==> config.mk <==
export PLATFORM = sky130hd
export DESIGN_NAME = mem_arbiter_flat
export DESIGN_NICKNAME = d
export VERILOG_FILES = /design/src/rtl/mem_arbiter_if.sv /design/src/rtl/mem_arbiter.sv /design/src/flat_wrapper.sv
export SDC_FILE = /design/constraint.sdc
export NUM_CORES = 1
export LEC_CHECK = 0
export CORE_AREA = 2 2 293 295
export CTS_CLUSTER_DIAMETER = 60
export CTS_CLUSTER_SIZE = 25
export DETAILED_ROUTE_END_ITERATION = 8
export DIE_AREA = 0 0 295 297
export PLACE_DENSITY = 0.42
export SYNTH_ARGS = -nofsm -noshare
export SYNTH_HDL_FRONTEND = slang
export SYNTH_SLANG_ARGS = --single-unit
==> constraint.sdc <==
create_clock -name clock -period 1.9 [get_ports clock]
set_clock_uncertainty 0.2 [all_clocks]
set_input_delay 0.19 -clock clock [delete_from_list [all_inputs] [get_ports clock]]
set_output_delay 0.19 -clock clock [all_outputs]
set_load 0.03 [all_outputs]
==> src/rtl/mem_arbiter_if.sv <==
// Bundle of the request/ack ports for both cache refill paths and the main-memory port.
//   slave  : arbiter view. It receives the I/D requests and mem_rdata, and drives the acks,
//            the read data, the mem_* strobes, busy and grant_d.
//   master : environment view. Cache controllers plus the memory model; directions reversed.
interface mem_arbiter_if #(
  parameter int unsigned LINE_BITS = 128
) ();
  logic                 i_req;
  logic [31:0]          i_addr;
  logic                 i_ack;
  logic [LINE_BITS-1:0] i_rdata;

  logic                 d_req;
  logic                 d_we;
  logic [31:0]          d_addr;
  logic [LINE_BITS-1:0] d_wdata;
  logic                 d_ack;
  logic [LINE_BITS-1:0] d_rdata;

  logic                 mem_en;
  logic                 mem_we;
  logic [31:0]          mem_addr;
  logic [LINE_BITS-1:0] mem_wdata;
  logic [LINE_BITS-1:0] mem_rdata;

  logic                 busy;
  logic                 grant_d;

  modport slave (
    input  i_req, i_addr, d_req, d_we, d_addr, d_wdata, mem_rdata,
    output i_ack, i_rdata, d_ack, d_rdata, mem_en, mem_we, mem_addr, mem_wdata, busy, grant_d
  );

  modport master (
    output i_req, i_addr, d_req, d_we, d_addr, d_wdata, mem_rdata,
    input  i_ack, i_rdata, d_ack, d_rdata, mem_en, mem_we, mem_addr, mem_wdata, busy, grant_d
  );
endinterface

==> src/rtl/mem_arbiter.sv <==
// Main-memory arbiter shared by the I-side refill path and the D-side refill/writeback path.
// Each granted transfer holds mem_en for MEM_LATENCY cycles. The owner's ack then pulses for
// one cycle, together with the captured line on its *_rdata.
// Ports:
//   clock : system clock; all state updates on the rising edge.
//   reset : synchronous active-low reset.
//   bus   : mem_arbiter_if.slave. It carries the I/D request and ack channels, the memory
//           port, busy and grant_d.
module mem_arbiter #(
  parameter int unsigned LINE_BITS   = 128,
  parameter int unsigned MEM_LATENCY = 5
) (
  input  logic          clock,
  input  logic          reset,
  mem_arbiter_if.slave  bus
);

  localparam int unsigned     CntW     = $clog2(MEM_LATENCY + 1);
  localparam logic [CntW-1:0] CntMax   = CntW'(MEM_LATENCY);
  // Clears the byte-offset bits within a line.
  localparam logic [31:0]     AddrMask = ~32'(LINE_BITS / 8 - 1);

  typedef enum logic [1:0] {StIdle, StAccess, StResp} state_e;

  state_e               state_q, state_d;
  logic [CntW-1:0]      cnt_q, cnt_d;
  logic                 owner_q, owner_d;
  logic                 last_grant_q, last_grant_d;
  logic                 mem_en_q, mem_en_d;
  logic                 mem_we_q, mem_we_d;
  logic [31:0]          mem_addr_q, mem_addr_d;
  logic [LINE_BITS-1:0] mem_wdata_q, mem_wdata_d;
  logic [LINE_BITS-1:0] i_rdata_q, i_rdata_d;
  logic [LINE_BITS-1:0] d_rdata_q, d_rdata_d;
  logic                 pick_d;

  always_ff @(posedge clock) begin
    if (!reset) begin
      state_q      <= StIdle;
      cnt_q        <= '0;
      owner_q      <= 1'b0;
      last_grant_q <= 1'b0;
      mem_en_q     <= 1'b0;
      mem_we_q     <= 1'b0;
      mem_addr_q   <= '0;
      mem_wdata_q  <= '0;
      i_rdata_q    <= '0;
      d_rdata_q    <= '0;
    end else begin
      state_q      <= state_d;
      cnt_q        <= cnt_d;
      owner_q      <= owner_d;
      last_grant_q <= last_grant_d;
      mem_en_q     <= mem_en_d;
      mem_we_q     <= mem_we_d;
      mem_addr_q   <= mem_addr_d;
      mem_wdata_q  <= mem_wdata_d;
      i_rdata_q    <= i_rdata_d;
      d_rdata_q    <= d_rdata_d;
    end
  end

  always_comb begin
    state_d      = state_q;
    cnt_d        = cnt_q;
    owner_d      = owner_q;
    last_grant_d = last_grant_q;
    mem_en_d     = mem_en_q;
    mem_we_d     = mem_we_q;
    mem_addr_d   = mem_addr_q;
    mem_wdata_d  = mem_wdata_q;
    i_rdata_d    = i_rdata_q;
    d_rdata_d    = d_rdata_q;
    pick_d       = 1'b0;

    unique case (state_q)
      StIdle: begin
        if (bus.i_req || bus.d_req) begin
          // On a tie, the side that did not win last time gets the grant.
          pick_d       = bus.d_req && (!bus.i_req || !last_grant_q);
          owner_d      = pick_d;
          last_grant_d = pick_d;
          mem_addr_d   = (pick_d ? bus.d_addr : bus.i_addr) & AddrMask;
          mem_we_d     = pick_d && bus.d_we;
          mem_wdata_d  = pick_d ? bus.d_wdata : '0;
          mem_en_d     = 1'b1;
          cnt_d        = CntW'(1);
          state_d      = StAccess;
        end
      end
      StAccess: begin
        if (cnt_q == CntMax) begin
          // mem_rdata is valid in this last mem_en cycle; a write returns an all-zero line.
          if (owner_q) d_rdata_d = mem_we_q ? '0 : bus.mem_rdata;
          else         i_rdata_d = bus.mem_rdata;
          mem_en_d = 1'b0;
          mem_we_d = 1'b0;
          state_d  = StResp;
        end else begin
          cnt_d = cnt_q + CntW'(1);
        end
      end
      StResp: begin
        state_d = StIdle;
      end
      default: begin
        state_d = StIdle;
      end
    endcase
  end

  assign bus.i_ack     = (state_q == StResp) && !owner_q;
  assign bus.d_ack     = (state_q == StResp) && owner_q;
  assign bus.i_rdata   = i_rdata_q;
  assign bus.d_rdata   = d_rdata_q;
  assign bus.mem_en    = mem_en_q;
  assign bus.mem_we    = mem_we_q;
  assign bus.mem_addr  = mem_addr_q;
  assign bus.mem_wdata = mem_wdata_q;
  assign bus.busy      = (state_q != StIdle);
  assign bus.grant_d   = owner_q;

endmodule

==> src/flat_wrapper.sv <==
// flat-port wrapper written by rule: the top's interface ports become plain ports
module mem_arbiter_flat 
#(
  parameter int unsigned LINE_BITS   = 128,
  parameter int unsigned MEM_LATENCY = 5
)
  (clock, reset, bus_i_req, bus_i_addr, bus_d_req, bus_d_we, bus_d_addr, bus_d_wdata, bus_mem_rdata, bus_i_ack, bus_i_rdata, bus_d_ack, bus_d_rdata, bus_mem_en, bus_mem_we, bus_mem_addr, bus_mem_wdata, bus_busy, bus_grant_d);
  mem_arbiter_if #(.LINE_BITS(LINE_BITS)) bus_i ();
  input  logic clock;
  input  logic reset;
  input wire logic [$bits(bus_i.i_req)-1:0] bus_i_req;
  input wire logic [$bits(bus_i.i_addr)-1:0] bus_i_addr;
  input wire logic [$bits(bus_i.d_req)-1:0] bus_d_req;
  input wire logic [$bits(bus_i.d_we)-1:0] bus_d_we;
  input wire logic [$bits(bus_i.d_addr)-1:0] bus_d_addr;
  input wire logic [$bits(bus_i.d_wdata)-1:0] bus_d_wdata;
  input wire logic [$bits(bus_i.mem_rdata)-1:0] bus_mem_rdata;
  output wire logic [$bits(bus_i.i_ack)-1:0] bus_i_ack;
  output wire logic [$bits(bus_i.i_rdata)-1:0] bus_i_rdata;
  output wire logic [$bits(bus_i.d_ack)-1:0] bus_d_ack;
  output wire logic [$bits(bus_i.d_rdata)-1:0] bus_d_rdata;
  output wire logic [$bits(bus_i.mem_en)-1:0] bus_mem_en;
  output wire logic [$bits(bus_i.mem_we)-1:0] bus_mem_we;
  output wire logic [$bits(bus_i.mem_addr)-1:0] bus_mem_addr;
  output wire logic [$bits(bus_i.mem_wdata)-1:0] bus_mem_wdata;
  output wire logic [$bits(bus_i.busy)-1:0] bus_busy;
  output wire logic [$bits(bus_i.grant_d)-1:0] bus_grant_d;
  assign bus_i.i_req = bus_i_req;
  assign bus_i.i_addr = bus_i_addr;
  assign bus_i.d_req = bus_d_req;
  assign bus_i.d_we = bus_d_we;
  assign bus_i.d_addr = bus_d_addr;
  assign bus_i.d_wdata = bus_d_wdata;
  assign bus_i.mem_rdata = bus_mem_rdata;
  assign bus_i_ack = bus_i.i_ack;
  assign bus_i_rdata = bus_i.i_rdata;
  assign bus_d_ack = bus_i.d_ack;
  assign bus_d_rdata = bus_i.d_rdata;
  assign bus_mem_en = bus_i.mem_en;
  assign bus_mem_we = bus_i.mem_we;
  assign bus_mem_addr = bus_i.mem_addr;
  assign bus_mem_wdata = bus_i.mem_wdata;
  assign bus_busy = bus_i.busy;
  assign bus_grant_d = bus_i.grant_d;
  mem_arbiter #(.LINE_BITS(LINE_BITS), .MEM_LATENCY(MEM_LATENCY)) u_core (.clock(clock), .reset(reset), .bus(bus_i));
endmodule
# Yosys cells after proc, flatten, opt, wreduce, memory -nomap -nowiden
# Index checks and enable logic that the tools add are counted.
[totals]
reg_bits = 420
input_bits = 325
out_inout_bits = 422
elab_cells = 48
[op_classes]
add_sub_neg = 1
eq_ne = 6
muxes = 14
bitwise_logic = 1
n_reduce_logical = 17
[op_table]
columns = ["cell", "count"]
rows = [
  ["2-to-1 mux 128 bit", 2],
  ["2-to-1 mux 32 bit", 1],
  ["AND reduction 3 bit", 4],
  ["2-to-1 mux 3 bit", 2],
  ["case mux 3 bit (2 select lines)", 1],
  ["logical AND 1 bit", 4],
  ["2-to-1 mux 2 bit", 2],
  ["inequality test 2 x 1 -> 1 bit, second input constant", 2],
  ["case mux 1 bit (2 select lines)", 2],
  ["case mux 2 bit (2 select lines)", 1],
  ["AND reduction 2 bit", 2],
  ["nonzero test 2 bit", 2],
  ["adder 3 x 1 -> 3 bit, second input constant", 1],
  ["== test 3 bit, second input constant", 1],
  ["2-to-1 mux 1 bit", 3],
  ["== test 2 x 1 -> 1 bit, second input constant", 1],
  ["== test 2 bit, second input constant", 1],
  ["zero test 1 bit", 2],
  ["zero test 2 bit", 1],
  ["logical OR 1 bit", 2],
  ["inequality test 2 bit, second input constant", 1],
  ["inverter 1 bit", 1],
]

# Logic depth before layout (Yosys ltp)
# Gate-level depths: netlist of the first run.
[logic_depth]
ltp_word = 6
ltp_mapped = 7
ltp_nobuf = 5

# Least setup slack after synthesis of the first run
# Ideal clock, no wire load.
[synth_timing]
kind = "register to output"
from = "register u_core.owner_q (netlist: u_core.bus.grant_d)"
to = "output bus_d_ack"
arrival_ns = 1.462
required_ns = 1.510
path_slack_ns = 0.048
stages_incl_launch_ff = 3
n_path_buf = 0
cell_sequence = "dfxtp_1 > inv_1 > nor3b_1"
[synth_between]
elab_chain_len = 1
[synth_rtl]
columns = ["item", "line_no", "text"]
rows = [
  ["start, declared", "mem_arbiter.sv:27", "logic owner_q, owner_d;"],
  ["start signal, assigned", "mem_arbiter.sv:52", "owner_q <= owner_d;"],
  ["logical AND 1 bit", "mem_arbiter.sv:113", "assign bus.d_ack = (state_q == StResp) && owner_q;"],
  ["end, declared", "flat_wrapper.sv:20", "output wire logic [$bits(bus_i.d_ack)-1:0] bus_d_ack;"],
]
# No other way between the ends.

# Final worst setup path of the first run
[layout_timing]
from = "register u_core.mem_wdata_q[32] (netlist: u_core.bus.mem_wdata[32])"
to = "output bus_mem_wdata[32]"
[layout_lines]
columns = ["item", "line_no", "text"]
rows = [
  ["start, declared", "mem_arbiter.sv:32", "logic [LINE_BITS-1:0] mem_wdata_q, mem_wdata_d;"],
  ["start signal, assigned", "mem_arbiter.sv:57", "mem_wdata_q <= mem_wdata_d;"],
  ["end, declared", "flat_wrapper.sv:25", "output wire logic [$bits(bus_i.mem_wdata)-1:0] bus_mem_wdata;"],
]
# No word-level cell between the ends.

==> flow_summary.json, run 1 <==
{
  "fp.dieW_microns": 295,
  "sequentialPowerShare_pct": 41.2,
  "tightest_slew_ns": 0.514,
  "hold_path.class": "in -> reg",
  "gp_congestion": 0.830,
  "postSynth.asyncResetShare_pct": 0,
  "synth_top_area_share_pct": 51.7,
  "p_comb_share_pct": 15.2,
  "synth.distinct_cells": 39,
  "yosysWarnings": 0,
  "leakage_nw": 12.6,
  "cts_tree": "built",
  "rows": 107,
  "synth_edf_count": 0,
  "crit_chain": "dlygate4sd2_1",
  "syn-mean-instance-area_sq_um": 10.1,
  "slowest_stage": "dlygate4sd2_1",
  "stdcell_area_sq_mm": 0.0296,
  "synth-main-ff-cell": "dfxtp_1",
  "wl_per_cell_microns": 18.9,
  "gr-usage-met1_pct": 17.0,
  "cts_made_buffers": 49,
  "grt_util_met3_pct": 4.55,
  "synth_area_sq_mm": 0.0163,
  "cp-end-kind": "output pin",
  "finalCriticalPeriod_ns": 1.86,
  "antenna_found_initial": 7,
  "path_depth": 1,
  "clk_latency_ns": 0.59,
  "reg2reg_slack_ns": 0.10,
  "hold_viol": 0,
  "overflow": 0,
  "coreArea_sq_mm": 0.0845,
  "rr_startpoint": "u_core.cnt_q[1]$_SDFFE_PN0P_",
  "drc_errors": 0,
  "p_int_mw": 16.3,
  "fin_crit_sh_pct": 97.7,
  "drt_iter0_markers": 620,
  "cts_buffer_depth": 3,
  "clkSinkCount": 420,
  "switching_share_pct": 27.0,
  "nets": 2971,
  "clk_pin_slew_ns": 0.06,
  "ys_top_cells_by_area": "dfxtp_1 (52%), mux2i_1 (16%), nand2_1 (10%)",
  "power.total_mw": 22.3,
  "track_usage_pct": 15.9,
  "ant_nets": 0,
  "setup_violations": 0,
  "post_dp_cell_area_sq_mm": 0.0253,
  "synth_seq_area_share_pct": 51.7,
  "syn_to_final_growth_pct": 82.1,
  "n_fill_cell": 8533,
  "cts_root_buf": "clkbuf_16",
  "num_vias": 15733,
  "grt_pass1_vias": 16658,
  "power.switching_mw": 6.04,
  "cp-start-kind": "register",
  "powerDensity_mw_per_mm2": 754,
  "start_util_pct": 19.3,
  "slew_viol_final": 0,
  "critPathMaxStageDelay_ns": 0.54,
  "crit_required_ns": 1.51,
  "layout-drive-gt1-share_pct": 8.76,
  "ios": 747,
  "worstReg2RegEnd": "u_core.bus.i_rdata[36]$_SDFFE_PN0P_",
  "arrival_ns": 1.47,
  "die_y_microns": 297,
  "ir_drop_uv": 670,
  "synth.largest_area_cell": "dfxtp_1",
  "outcome": "completed",
  "syn_inst": 1617,
  "r2r_cells": 7,
  "clkPwrFrac_pct": 43.6,
  "yosysMostFrequentCell": "nand2_1",
  "grt_max_degree": 77,
  "firstDrtPassIters": 4,
  "use_met2_pct": 28.5,
  "maxCapViolations": 0,
  "routed_wl_microns": 72200,
  "crit_family": "buffers and inverters",
  "crit_path_start": "u_core.bus.mem_wdata[32]$_SDFFE_PN0P_",
  "dpl.hpwl_microns": 53100,
  "max_freq_mhz": 539,
  "synthTopCellsByCount": "nand2_1 (442), dfxtp_1 (420), mux2i_1 (256), a22o_1 (128), nand3b_1 (128)",
  "htreeDepth": 2,
  "vias_per_cell": 4.11,
  "cp-endpoint": "bus_mem_wdata[32]",
  "synth-seq-cells": 420,
  "path_max_fanout": 2,
  "relSlewSlack_pct": 65.9,
  "setup.worst_path.class": "reg -> out",
  "path_buf_inv": 1,
  "grt_first_pass_wirelength_microns": 106000,
  "busiest_layer": "met2",
  "numPortBuffers": 734,
  "dieArea_sq_mm": 0.0876
}
## power groups by stage
stage / clock network [mW] / registers [mW] / logic [mW]
floorplan: 0 / 9.83 / 0.861
global placement: 0 / 9.39 / 2.96
detailed placement: 0 / 9.39 / 3.00
CTS: 10.1 / 9.19 / 3.42
global route: 10.5 / 9.22 / 3.60
finish: 9.74 / 9.20 / 3.39
## worst min path at each step
stage / start / endpoint / slack [ns] / depth (start not counted)
finish: bus_mem_rdata[9] / u_core.bus.i_rdata[9]$_SDFFE_PN0P_ / 0.03 / 3
CTS: bus_mem_rdata[9] / u_core.bus.i_rdata[9]$_SDFFE_PN0P_ / 0.0003 / 3
global placement: u_core.bus.i_rdata[118]$_SDFFE_PN0P_ / u_core.bus.i_rdata[118]$_SDFFE_PN0P_ / 0.24 / 2
detailed placement: u_core.bus.d_rdata[50]$_SDFFE_PN0P_ / u_core.bus.d_rdata[50]$_SDFFE_PN0P_ / 0.25 / 2
global route: bus_d_wdata[23] / u_core.bus.mem_wdata[23]$_SDFFE_PN0P_ / 0.02 / 2
floorplan: bus_d_we / u_core.bus.mem_we$_SDFFE_PN0P_ / 0.12 / 1
## layout by cell type (no fill, tap or decap), types with 2 or more instances in the layout
cell	Yosys	final
clkdlybuf4s15_1	0	8
nand2_1	442	442
buf_4	6	75
dfxtp_4	0	4
inv_2	2	4
inv_8	0	3
clkbuf_8	0	3
mux2i_1	256	256
nor2_1	4	3
nor2_4	1	3
dlygate4sd3_1	0	285
a311oi_1	28	28
diode_2	0	4
dlygate4sd2_1	0	386
dfxtp_1	420	415
a22o_1	128	128
nand3b_1	128	128
clkinv_4	0	5
buf_6	8	3
inv_6	0	9
a21oi_1	31	31
bufinv_16	0	4
clkbuf_16	0	50
clkinv_2	0	9
bufbuf_16	0	2
buf_12	0	45
clkbuf_1	73	4
conb_1	1	4
o21a_1	2	2
clkdlybuf4s50_1	0	315
## through the flow
step           worst slack, ns  hold WS (ns)  std cells  setup TNS, ns  utilization (%)
2_1_floorplan           0.0478         0.116       1620              0                -
3_3_place_gp           -0.0910         0.243       3436          -6.92             30.0
3_5_place_dp            -0.104         0.246       3436          -8.60             30.0
4_1_cts               0.000198      0.000335       3821              0             35.0
5_1_grt              -0.000365        0.0179       3829      -0.000365             35.1
6_report                0.0434        0.0346       3830              0             35.1
## cell families (layout without fill, tap and decap cells)
| group | count (synthesis) | after routing | share of synthesized area [%] |
|---|---|---|---|
| adders and majority gates | 2 | 2 | 0.154 |
| DFF | 420 | 420 | 51.7 |
| AOI/OAI and AO/OA | 200 | 200 | 9.97 |
| other | 1 | 8 | 0.0230 |
| muxes | 256 | 256 | 15.7 |
| buffers and inverters | 153 | 1215 | 5.69 |
| and+or+nand+nor | 585 | 585 | 16.8 |
## area by class of cell
type / count / area, sq um / area share, %
Antenna cell: 4 / 10.0 / 0.0338
Clock buffer: 56 / 1280 / 4.33
Clock inverter: 33 / 352 / 1.19
Inverter: 4 / 15.0 / 0.0507
Multi-Input combinational cell: 1047 / 7020 / 23.7
Sequential cell: 420 / 8420 / 28.4
Tap cell: 1144 / 1430 / 4.83
Timing Repair Buffer: 1122 / 11100 / 37.5
## metal layers
layer	wire [microns]	part of all wire [%]
met1	27600	38
met2	35800	50
met3	5200	7.2
met4	3560	4.9
met5	41	0.057
## sequential cells by signal, summed over array words and instances, names as in the netlist
name / cells
u_core.bus.d_rdata: 128
u_core.bus.grant_d: 1
u_core.bus.i_rdata: 128
u_core.bus.mem_addr: 28
u_core.bus.mem_en: 1
u_core.bus.mem_wdata: 128
u_core.bus.mem_we: 1
u_core.cnt_q: 3
u_core.state_q: 2
## timing repair
action | in CTS | in global routing
buffers inserted | 10 | 3
gates cloned | 2 | 1
resized for setup | 423 | 7
hold buffers | 284 | 1
pin swaps | 3 | 4
endpoints found under the hold margin | 337 | 1
endpoints found under the setup margin | 577 | 47
(Power assumes the default switching activity.)
==> run 2: changes to the inputs <==
--- a/config.mk
+++ b/config.mk
@@ -5,6 +5,7 @@
 export SDC_FILE = /design/constraint.sdc
 export NUM_CORES = 1
 export LEC_CHECK = 0
+export ABC_CLOCK_PERIOD_IN_PS = 1900
 export CORE_AREA = 2 2 293 295
 export CTS_CLUSTER_DIAMETER = 60
 export CTS_CLUSTER_SIZE = 25
==> results of run 2 <==
No change in the layout: final DEF, timing and power equal those of run 1.
